`src/rtl/sdram_arbiter.sv`:
```
// Arbitrates the single SDRAM Avalon-MM master between the VGA prefetcher and the draw engine.
// Holds one registered command and routes read data back through an in-order tag FIFO.
module sdram_arbiter #(
    parameter int AW           = 26,
    parameter int DW           = 32,
    parameter int MAX_OUTST    = 8,
    parameter int STARVE_LIMIT = 4
) (
    input  logic          clk,
    input  logic          reset,
    input  logic [AW-1:0] vga_address,
    input  logic          vga_read,
    output logic          vga_waitrequest,
    output logic [DW-1:0] vga_readdata,
    output logic          vga_readdatavalid,
    input  logic [AW-1:0] draw_address,
    input  logic          draw_read,
    input  logic          draw_write,
    input  logic [DW-1:0] draw_writedata,
    input  logic [3:0]    draw_byteenable,
    output logic          draw_waitrequest,
    output logic [DW-1:0] draw_readdata,
    output logic          draw_readdatavalid,
    output logic [AW-1:0] master_address,
    output logic          master_read,
    output logic          master_write,
    output logic [DW-1:0] master_writedata,
    output logic [3:0]    master_byteenable,
    input  logic          master_waitrequest,
    input  logic [DW-1:0] master_readdata,
    input  logic          master_readdatavalid,
    output logic          err_unexpected_rdv
);
    localparam int PW = $clog2(MAX_OUTST);
    localparam int CW = PW + 1;
    localparam int SW = $clog2(STARVE_LIMIT + 1);

    logic                 cmd_read_q, cmd_write_q;
    logic [AW-1:0]        addr_q;
    logic [DW-1:0]        wdata_q;
    logic [3:0]           be_q;
    logic [MAX_OUTST-1:0] tag_q;
    logic [PW-1:0]        wr_ptr_q, rd_ptr_q;
    logic [CW-1:0]        count_q, count_d;
    logic [SW-1:0]        starve_q, starve_d;
    logic                 vga_rdv_q, draw_rdv_q, err_q;
    logic [DW-1:0]        vga_rdata_q, draw_rdata_q;

    logic cmd_valid, accept, load_ok, rd_ok;
    logic vga_elig, draw_elig, draw_req;
    logic grant_vga, grant_draw, push, pop;

    always_comb begin
        cmd_valid  = cmd_read_q | cmd_write_q;
        accept     = cmd_valid & ~master_waitrequest;
        load_ok    = (~cmd_valid | accept) & ~reset;
        // count_q already includes a read sitting in the command register
        rd_ok      = count_q < CW'(MAX_OUTST);
        vga_elig   = vga_read & rd_ok;
        draw_elig  = draw_write | (draw_read & rd_ok);
        draw_req   = draw_read | draw_write;
        grant_vga  = 1'b0;
        grant_draw = 1'b0;
        if (load_ok) begin
            if (vga_elig && draw_elig) begin
                if (starve_q == SW'(STARVE_LIMIT)) grant_draw = 1'b1;
                else                               grant_vga  = 1'b1;
            end else begin
                grant_vga  = vga_elig;
                grant_draw = draw_elig;
            end
        end
        push    = grant_vga | (grant_draw & ~draw_write);
        pop     = master_readdatavalid & (count_q != '0);
        count_d = count_q + CW'(push) - CW'(pop);

        starve_d = starve_q;
        if (grant_draw || !draw_req)                          starve_d = '0;
        else if (grant_vga && starve_q != SW'(STARVE_LIMIT)) starve_d = starve_q + SW'(1);
    end

    always_ff @(posedge clk) begin
        if (reset) begin
            cmd_read_q   <= 1'b0;
            cmd_write_q  <= 1'b0;
            addr_q       <= '0;
            wdata_q      <= '0;
            be_q         <= '0;
            tag_q        <= '0;
            wr_ptr_q     <= '0;
            rd_ptr_q     <= '0;
            count_q      <= '0;
            starve_q     <= '0;
            vga_rdv_q    <= 1'b0;
            draw_rdv_q   <= 1'b0;
            vga_rdata_q  <= '0;
            draw_rdata_q <= '0;
            err_q        <= 1'b0;
        end else begin
            if (load_ok) begin
                cmd_read_q  <= push;
                cmd_write_q <= grant_draw & draw_write;
                if (grant_vga) begin
                    addr_q  <= vga_address;
                    wdata_q <= '0;
                    be_q    <= 4'hF;
                end else if (grant_draw) begin
                    addr_q  <= draw_address;
                    wdata_q <= draw_write ? draw_writedata : '0;
                    be_q    <= draw_write ? draw_byteenable : 4'hF;
                end
            end
            if (push) begin
                tag_q[wr_ptr_q] <= grant_draw;
                wr_ptr_q        <= wr_ptr_q + PW'(1);
            end
            if (pop) rd_ptr_q <= rd_ptr_q + PW'(1);
            count_q    <= count_d;
            starve_q   <= starve_d;
            vga_rdv_q  <= pop & ~tag_q[rd_ptr_q];
            draw_rdv_q <= pop & tag_q[rd_ptr_q];
            if (pop && !tag_q[rd_ptr_q]) vga_rdata_q  <= master_readdata;
            if (pop && tag_q[rd_ptr_q])  draw_rdata_q <= master_readdata;
            if (master_readdatavalid && count_q == '0) err_q <= 1'b1;
        end
    end

    assign vga_waitrequest    = ~grant_vga;
    assign draw_waitrequest   = ~grant_draw;
    assign vga_readdata       = vga_rdata_q;
    assign vga_readdatavalid  = vga_rdv_q;
    assign draw_readdata      = draw_rdata_q;
    assign draw_readdatavalid = draw_rdv_q;
    assign master_address     = addr_q;
    assign master_read        = cmd_read_q;
    assign master_write       = cmd_write_q;
    assign master_writedata   = wdata_q;
    assign master_byteenable  = be_q;
    assign err_unexpected_rdv = err_q;
endmodule

```
`config.mk`:
```
export PLATFORM = sky130hd
export DESIGN_NAME = sdram_arbiter
export DESIGN_NICKNAME = d
export VERILOG_FILES = /design/src/rtl/sdram_arbiter.sv
export SDC_FILE = /design/constraint.sdc
export NUM_CORES = 1
export LEC_CHECK = 0
export BUFFER_PORTS_ARGS = -buffer_cell sky130_fd_sc_hd__buf_2
export CAP_MARGIN = 40
export CORE_UTILIZATION = 45
export CTS_CLUSTER_DIAMETER = 200
export CTS_CLUSTER_SIZE = 16
export DETAILED_ROUTE_END_ITERATION = 10
export PLACE_DENSITY = 0.85
export SYNTH_ARGS = -nofsm -noshare
export SYNTH_HDL_FRONTEND = slang
export SYNTH_SLANG_ARGS = --single-unit
```
`constraint.sdc`:
```
create_clock -name clk -period 4.41 [get_ports clk]
set_input_delay 0.2205 -clock clk [delete_from_list [all_inputs] [get_ports clk]]
set_output_delay 0.2205 -clock clk [all_outputs]
set_load 0.005 [all_outputs]
```
==> flow_summary.json <==
{
  "finalSetupTns_ns": 0,
  "worst_setup_path_start_kind": "register",
  "grt_pass1_vias": 5565,
  "final_cells": 1101,
  "finalInstanceArea_sq_mm": 0.00826,
  "core_sq_mm": 0.0134,
  "place.detailed.hpwl_mm": 11.4,
  "clk_pin_slew_ns": 0.06,
  "ioPinCount": 260,
  "grt_antenna_before_repair": 0,
  "async_flop_share_pct": 0,
  "synthCells": 681,
  "yosys_warnings": 0,
  "power_density_mw_per_mm2": 493,
  "place_area_sq_mm": 0.00768,
  "cts_root_buf": "clkbuf_16",
  "post-cts-setup-buffers": 0,
  "synth_edf_count": 0,
  "multi_input_area_sq_mm": 0.00288,
  "routed.top_layer": "met4",
  "wl_met2_mm": 7.94,
  "num_antenna_cells": 0,
  "rsz0062_at_grt": "false",
  "grt_max_degree": 84,
  "worstPathArrival_ns": 3.12,
  "crit_type": "reg2reg",
  "drt_iter0_markers": 408,
  "cts_tree": "done",
  "slew_violations": 0,
  "ant_nets": 0,
  "fin_crit_ns": 2.81,
  "drt-met1-wl_mm": 7.07,
  "clock-sinks": 152,
  "grt_pass1_wl_mm": 26.5,
  "portBuffers": 259,
  "syn_to_final_growth_pct": 31.7,
  "synth_seq_cells": 152,
  "wirelength_mm": 16.6,
  "status": "completed",
  "cts_buffers": 17,
  "hold_viol": 0,
  "finalCritPeriodShare_pct": 63.8,
  "relSlewSlack_pct": 37.2,
  "worstSkewPairLatency_ns": 0.42,
  "grt.total_usage_pct": 23.0,
  "first_pass_iters": 5,
  "crit_required_ns": 4.71,
  "syn_area_sq_mm": 0.00627,
  "wire_per_inst_microns": 15.0,
  "num_vias": 5878,
  "hp-class": "in2reg",
  "clock_skew_ns": 0.0101,
  "worst_pin_slew_ns": 0.936,
  "place_congestion": 0.868,
  "cp-end-kind": "register",
  "grt_overflow": 0,
  "critical_path.max_fanout": 14,
  "fmax_mhz": 355,
  "dieWidth_microns": 120,
  "syn_nets": 818,
  "dr_wl_met3_mm": 1.26,
  "power.leakage_nw": 3.94,
  "hold_buffers": 0,
  "drive_above_1_share_pct": 34.2,
  "cts_buffer_depth": 2,
  "start_util_pct": 46.8,
  "die_y_microns": 120,
  "fillers": 1153,
  "peakVddDrop_mv": 0.302,
  "ff_latch_area_sq_mm": 0.00304,
  "cts_resized": 0,
  "htreeDepth": 4,
  "ys.flop_type": "dfxtp_1",
  "yosysUniqueCellTypes": 53,
  "setup_viol": 0,
  "postSynthAreaPerCell_sq_um": 9.20,
  "dieArea_sq_mm": 0.0144,
  "drcViolationCount": 0,
  "vias_per_cell": 5.34,
  "fin_nets": 1049,
  "rows": 42,
  "dpl.cell_count": 1068,
  "yosysSeqAreaShare_pct": 48.6,
  "drv_cap": 0
}
[stage by stage]
step	power, mW	hold WS, ns	worst slack, ns	util (%)
finish	4.07	0.0408	1.60	61.6
global route	4.29	0.0252	1.38	61.6
CTS	4.10	0.0223	1.61	61.5
detailed placement	2.71	0.448	1.55	57.3
global placement	2.65	0.441	1.60	56.5
floorplan	2.35	0.349	2.15	-
[worst paths after layout]
check	endpoint	start	depth (start not counted)	slack, ns
max	count_q[2]	starve_q[0]	12	1.60
min	master_writedata[15]	draw_writedata[15]	3	0.04
max reg2reg	count_q[2]	starve_q[0]	12	1.60
min reg2reg	vga_readdata[22]	vga_readdata[22]	2	0.46
[area by class of cell]
class	count	area share (%)
Tap cell	176	2.67
Timing Repair Buffer	273	18.0
Clock inverter	13	1.47
Multi-Input combinational cell	451	34.9
Sequential cell	152	36.9
Inverter	17	0.803
Clock buffer	19	5.36
[cell usage after synthesis (2+ instances only)]
cell type | number | share of area (%)
o311ai_1 | 3 | 0.42
mux2i_1 | 74 | 12
a21oi_1 | 37 | 3.0
nand2_1 | 107 | 6.4
o31ai_1 | 3 | 0.36
nand2b_1 | 3 | 0.30
a22oi_1 | 32 | 3.8
inv_2 | 2 | 0.12
ha_1 | 9 | 1.8
o21ai_1 | 34 | 2.7
nand3b_1 | 2 | 0.24
dfxtp_1 | 152 | 49
xnor2_1 | 2 | 0.28
buf_4 | 3 | 0.36
buf_6 | 4 | 0.72
nand3_1 | 7 | 0.56
buf_2 | 16 | 1.3
xor2_1 | 3 | 0.42
inv_1 | 15 | 0.90
nor4_1 | 5 | 0.50
nor2_1 | 47 | 2.8
nor2b_1 | 3 | 0.30
a41oi_1 | 26 | 3.6
clkbuf_1 | 36 | 2.2
and3_1 | 2 | 0.20
o21ai_0 | 26 | 2.1
a31oi_1 | 2 | 0.20
[power breakdown]
group | internal (mW) | leakage [nW] | switching [mW]
combinational | 0.473 | 2.44 | 0.532
sequential | 1.56 | 1.24 | 0.123
clock | 0.796 | 0.262 | 0.581
[worst max-delay path, stage by stage (launching register included)]
cell,delay (ns)
dfxtp_1,0.32
inv_1,0.08
ha_1,0.23
nand3_1,0.09
o21ai_1,0.51
nand2b_1,0.32
ha_1,0.27
inv_1,0.06
ha_1,0.15
inv_1,0.06
fa_1,0.39
xor2_1,0.18
nor2_1,0.05
[cells by family (layout without fill, tap and decap cells)]
family          after synthesis  after routing  synth area share [%]
buf+inv                      78            322                  5.91
mux                          75             75                  12.0
simple gates                186            186                  12.8
xor+xnor                      5              5                 0.699
fa+ha+maj                    10             10                  2.12
compound gates              175            175                  18.0
flops                       152            152                  48.6
[state kept, by name (all words and copies together) (netlist names), 3 cells and up]
register / count
draw_readdata: 32
master_writedata: 32
vga_readdata: 32
master_address: 26
tag_q: 8
count_q: 4
master_byteenable: 4
rd_ptr_q: 3
starve_q: 3
wr_ptr_q: 3
[metal layers]
layer | up-vias | track usage [%]
met5 | - | 0
met4 | 0 | 9.38
met3 | 25 | 5.94
met2 | 262 | 37.9
met1 | 2730 | 28.4
li1 | 2861 | -
[cells in the final DEF (no fill, tap or decap), drive strengths merged, types with 20 or more instances in the layout]
cell type	Yosys	layout
nor2	47	47
a21oi	37	37
nand2	108	108
inv	17	20
dfxtp	152	152
mux2i	74	74
a22oi	33	33
buf	25	273
o21ai	60	60
a41oi	26	26
(Power assumes the default switching activity.)
